===== src/rtl/riscv_pkg.sv =====
// Shared core definitions: data width, register-index width and handy typedefs.
// No ports; imported by the register file and its scoreboard.
package riscv_pkg;

    localparam int unsigned XLEN     = 32;
    localparam int unsigned REG_AW   = 5;
    localparam int unsigned NREG     = 32;
    localparam int unsigned ZERO_REG = 0;

    typedef logic [REG_AW-1:0] reg_idx_t;
    typedef logic [XLEN-1:0]   xword_t;

endpackage


===== src/rtl/rf_scoreboard.sv =====
// Per-register busy scoreboard for the integer register file.
// Ports:
//   clk, rst                        clock, synchronous active-high reset
//   wb_en, wb_addr                  write-back completing this cycle (clears busy)
//   iss_valid/use1/use2/wr, ra1/ra2/iss_rd  instruction offered for issue
//   iss_ready                       combinational accept, no hazard
//   busy_cnt                        registered count of busy registers
module rf_scoreboard
    import riscv_pkg::*;
#(
    parameter int unsigned NREG = riscv_pkg::NREG,
    parameter int unsigned AW   = riscv_pkg::REG_AW
) (
    input  logic          clk,
    input  logic          rst,
    input  logic          wb_en,
    input  logic [AW-1:0] wb_addr,
    input  logic [AW-1:0] ra1,
    input  logic [AW-1:0] ra2,
    input  logic          iss_valid,
    input  logic          iss_use1,
    input  logic          iss_use2,
    input  logic          iss_wr,
    input  logic [AW-1:0] iss_rd,
    output logic          iss_ready,
    output logic [AW:0]   busy_cnt
);

    logic [NREG-1:0] busy_q, busy_d;
    logic [NREG-1:0] ebusy;
    logic [AW:0]     cnt_q, cnt_d;
    logic            hazard;

    // A write-back landing this cycle releases its register immediately.
    always_comb begin
        ebusy = '0;
        for (int i = 0; i < NREG; i++) begin
            ebusy[i] = busy_q[i] && !(wb_en && (wb_addr == AW'(i)));
        end
    end

    always_comb begin
        hazard    = (iss_use1 && ebusy[ra1]) || (iss_use2 && ebusy[ra2])
                  || (iss_wr && ebusy[iss_rd]);
        iss_ready = iss_valid && !hazard;
    end

    // Clear first, then set: a new producer on the same index keeps it busy.
    always_comb begin
        busy_d = busy_q;
        if (wb_en && (wb_addr != AW'(ZERO_REG))) begin
            busy_d[wb_addr] = 1'b0;
        end
        if (iss_ready && iss_wr && (iss_rd != AW'(ZERO_REG))) begin
            busy_d[iss_rd] = 1'b1;
        end
        cnt_d = '0;
        for (int i = 0; i < NREG; i++) begin
            cnt_d = cnt_d + (AW+1)'(busy_d[i]);
        end
    end

    always_ff @(posedge clk) begin
        if (rst) begin
            busy_q <= '0;
            cnt_q  <= '0;
        end else begin
            busy_q <= busy_d;
            cnt_q  <= cnt_d;
        end
    end

    assign busy_cnt = cnt_q;

endmodule


===== src/rtl/reg_file_wb.sv =====
// Integer register file, write-back receiving end.
// Ports:
//   clk, rst               clock, synchronous active-high reset
//   wb_en/wb_addr/wb_data  write-back port (x0 writes discarded)
//   ra1/ra2 -> rd1/rd2     combinational reads with same-cycle write-back bypass
//   iss_*                  issue handshake checked against the busy scoreboard
//   busy_cnt               number of registers with a write-back in flight
module reg_file_wb
    import riscv_pkg::*;
#(
    parameter int unsigned XLEN = riscv_pkg::XLEN,
    parameter int unsigned NREG = riscv_pkg::NREG,
    parameter int unsigned AW   = riscv_pkg::REG_AW
) (
    input  logic            clk,
    input  logic            rst,
    input  logic            wb_en,
    input  logic [AW-1:0]   wb_addr,
    input  logic [XLEN-1:0] wb_data,
    input  logic [AW-1:0]   ra1,
    input  logic [AW-1:0]   ra2,
    output logic [XLEN-1:0] rd1,
    output logic [XLEN-1:0] rd2,
    input  logic            iss_valid,
    input  logic            iss_use1,
    input  logic            iss_use2,
    input  logic            iss_wr,
    input  logic [AW-1:0]   iss_rd,
    output logic            iss_ready,
    output logic [AW:0]     busy_cnt
);

    logic [XLEN-1:0] regs_q [NREG];

    always_ff @(posedge clk) begin
        if (rst) begin
            for (int i = 0; i < NREG; i++) begin
                regs_q[i] <= '0;
            end
        end else if (wb_en && (wb_addr != AW'(ZERO_REG))) begin
            regs_q[wb_addr] <= wb_data;
        end
    end

    always_comb begin
        if (ra1 == AW'(ZERO_REG))                rd1 = '0;
        else if (wb_en && (wb_addr == ra1))     rd1 = wb_data;
        else                                    rd1 = regs_q[ra1];

        if (ra2 == AW'(ZERO_REG))                rd2 = '0;
        else if (wb_en && (wb_addr == ra2))     rd2 = wb_data;
        else                                    rd2 = regs_q[ra2];
    end

    rf_scoreboard #(
        .NREG (NREG),
        .AW   (AW)
    ) u_scoreboard (
        .clk       (clk),
        .rst       (rst),
        .wb_en     (wb_en),
        .wb_addr   (wb_addr),
        .ra1       (ra1),
        .ra2       (ra2),
        .iss_valid (iss_valid),
        .iss_use1  (iss_use1),
        .iss_use2  (iss_use2),
        .iss_wr    (iss_wr),
        .iss_rd    (iss_rd),
        .iss_ready (iss_ready),
        .busy_cnt  (busy_cnt)
    );

endmodule

===== config.mk =====
export PLATFORM = sky130hd
export DESIGN_NAME = reg_file_wb
export DESIGN_NICKNAME = d
export VERILOG_FILES = /design/src/rtl/riscv_pkg.sv /design/src/rtl/rf_scoreboard.sv /design/src/rtl/reg_file_wb.sv
export SDC_FILE = /design/constraint.sdc
export NUM_CORES = 2
export LEC_CHECK = 0
export BUFFER_PORTS_ARGS = -buffer_cell sky130_fd_sc_hd__buf_2
export CAP_MARGIN = 40
export CELL_PAD_IN_SITES_DETAIL_PLACEMENT = 1
export CELL_PAD_IN_SITES_GLOBAL_PLACEMENT = 1
export CORE_ASPECT_RATIO = 1.25
export CORE_MARGIN = 3
export CORE_UTILIZATION = 40
export DETAILED_ROUTE_END_ITERATION = 12
export PLACE_DENSITY = 0.74
export REMOVE_ABC_BUFFERS = 1
export SYNTH_ARGS = -nofsm -noshare
export SYNTH_HDL_FRONTEND = slang
export SYNTH_SLANG_ARGS = --single-unit

===== constraint.sdc =====
create_clock -name clk -period 10.15 [get_ports clk]
set_input_delay 0 -clock clk [delete_from_list [all_inputs] [get_ports clk]]
set_output_delay 0 -clock clk [all_outputs]
set_load 0.02 [all_outputs]

==> results.cfg <==
[sta]
fin_ws_ns = 2.278
final.setup.tns_ns = 0
setup-violations-final = 0
relSlewSlack = 0.2411
timing.fmax_ghz = 0.1270
worstMarginPinSlew_ns = 1.138
fin_worst_skew_ns = 0.01562
whs_ns = 0.05710
grt_setup_unrepaired = false
final-hold-violation-count = 0
min_period_ns = 7.872
fin_crit_sh = 0.7756
final_max_slew_viol_count = 0

[clock_network]
numCtsBuffers = 108
cts_max_level = 3
post_cts_buffers = 0
ctsRootBufferMaster = clkbuf_16
path_clk_slew_ns = 0.06
cts_tree = built
cts.path.max_buffers = 3
cts.sinks = 1062
clock_latency_ns = 0.75

[floorplan]
row_count = 156
ioPinCount = 130
die_w_um = 349.1
core_area_mm2 = 0.1454
die_area_mm2 = 0.1518
die_h_um = 434.9
start_util = 0.4048

[global_route]
grt_use_total = 0.2865
grt_pass1_wl_um = 310100
grt_max_degree = 112
overflow = 0
antenna_found_initial = 25
grt_pass1_vias = 41490

[routing]
wl_per_cell_um = 35.97
drc = 0
drt_first_pass_iters = 5
num_vias = 40110
vias_per_cell = 6.556
drtIter0Drc = 5483
ant_nets = 0
routed_wirelength_um = 220000

[run]
maxCapViolations = 0

[logic_synthesis]
synth.distinct_cells = 66
synth-main-ff-cell = edfxtp_1
syn_avg_cell_area_um2 = 14.38
synth_area_leaders = edfxtp_1 52%, mux4_2 20%, and2_1 11%
yosysWarnings = 0
yosysTopAreaCellShare = 0.5224
synth_top_area_cell = edfxtp_1
synth_edf_count = 1024
synth_area_mm2 = 0.05886
ys_seq_area_frac = 0.5354
syn-instance-count = 4092
async_flop_share = 0
ys_seq_elements = 1062

[critical_path]
crit_path_frequent_cell = fa_1
crit_fanout = 39
arrival_ns = 8.48
cpPeakStageDelay_ns = 0.58
required_ns = 10.75
cp_slowest_cell = a311oi_1
crit_type = reg2reg
end_kind = register
critPathLaunchType = register

[run_status]
status = completed

[placement]
dpl.hpwl_um = 131300
dp_slack_ns = 1.697
place_area_mm2 = 0.06222
gp_congestion = 0.8781
numPortBuffers = 129

[finish]
layout_common_cells = 1,024 x edfxtp_1, 994 x and2_1, 517 x mux4_2
drive_gt1_frac = 0.2545
multi_input_comb_area_mm2 = 0.02625
final_cell_area_mm2 = 0.06632
mostFrequentLayoutCell = edfxtp_1
seq_area_mm2 = 0.03151
final_util = 0.4561
nets = 4199
fillers = 14190
area_growth_pct = 12.67

[power]
leakage_nw = 22.66
power.density_mw_per_mm2 = 162.5
peakVddDrop_uv = 120.2

[hold_path]
hold_class = in2reg
## path summary, 6_finish.rpt
| kind | start | to | slack, ns | cells after the start |
|---|---|---|---|---|
| hold reg to reg | u_scoreboard.busy_q[0] | u_scoreboard.busy_q[0] | 0.54 | 1 |
| setup / recovery | u_scoreboard.busy_q[15] | u_scoreboard.busy_cnt[4] | 2.28 | 25 |
| setup reg to reg | u_scoreboard.busy_q[15] | u_scoreboard.busy_cnt[4] | 2.28 | 25 |
| hold / removal | ra1[4] | u_scoreboard.busy_q[2] | 0.06 | 4 |
## state kept, by name, summed over array words and instances (netlist names)
signal                 cells
u_scoreboard.busy_q       32
u_scoreboard.busy_cnt      6
regs_q                  1024
## power by group
part	internal, mW	switching (mW)
sequential	5.04	0.125
clock	2.32	1.81
combinational	0.597	0.891
## synth_stat cells (4+ instances only)
cell	n
a22oi_1	44
a211oi_1	55
dfxtp_1	38
buf_2	37
nand2b_1	14
o22ai_1	10
nand4_1	8
or3_1	5
o21ai_0	133
edfxtp_1	1024
nor4_1	8
ha_1	8
nand3b_1	7
a21oi_1	56
o21ai_1	8
buf_1	72
or2_2	7
a31oi_1	4
xor2_1	12
nand3_1	15
and2_1	994
nor2_1	171
nand2_1	40
a221oi_1	42
o32ai_1	20
a32oi_1	4
o211ai_1	23
mux2i_1	189
inv_1	35
nand4b_1	4
o2111ai_1	4
fa_1	24
mux4_2	517
o31ai_1	13
nor2b_1	5
nor3_1	9
clkbuf_1	319
mux2_2	46
o31a_1	24
## per-layer routing
layer | vias to the layer above | wire length (um) | global-route usage
met4 | 0 | 12590 | 0.1549
met1 | 21180 | 77930 | 0.3574
met2 | 2566 | 107900 | 0.4727
li1 | 15760 | - | -
met5 | - | 0 | 0
met3 | 608 | 21630 | 0.05255
## per-stage QoR
step,power [mW],std cells
after CTS,10.80,6096
after floorplan,5.972,3689
final,10.78,6117
after global routing,11.05,6099
after detailed placement,6.702,5845
after global placement,6.643,5827
## layout make-up
cell class / count / area share
sequential: 1062 / 0.4751
tap: 1896 / 0.03577
clock buffer: 127 / 0.04215
multi-input combinational: 2590 / 0.3958
clock inverter: 75 / 0.01138
timing repair buffer: 309 / 0.03690
inverter: 37 / 0.002113
antenna: 21 / 0.0007924
## repair_timing
action                     4_1_cts  5_1_grt
hold buffers                    49        0
resized for setup                0        0
hold endpoints to repair      1032        0
setup endpoints to repair        0        0
## cell families (layout without fill, tap and decap cells)
group / count (synthesis) / in the layout / share of synthesized area
AOI/OAI and AO/OA: 460 / 460 / 0.05276
buffers and inverters: 471 / 548 / 0.03140
DFF: 1062 / 1062 / 0.5354
and+or+nand+nor: 1300 / 1300 / 0.1297
other: 1 / 53 / 0.00006371
muxes: 752 / 752 / 0.2388
xor gates and xnor gates: 14 / 14 / 0.002083
adders and majority gates: 32 / 32 / 0.009864
## critical path: cells and delay by family (launching register included)
family                   cells  cell delay (ns)
adder cells (fa/ha/maj)      9             3.69
AO/OA/AOI/OAI                7             1.86
buffers and inverters        5             0.75
AND/OR/NAND/NOR              2             0.53
multiplexers                 1             0.39
flip-flops                   1             0.31
XOR/XNOR                     1             0.16
No activity file was read; power rests on OpenSTA's default activity.
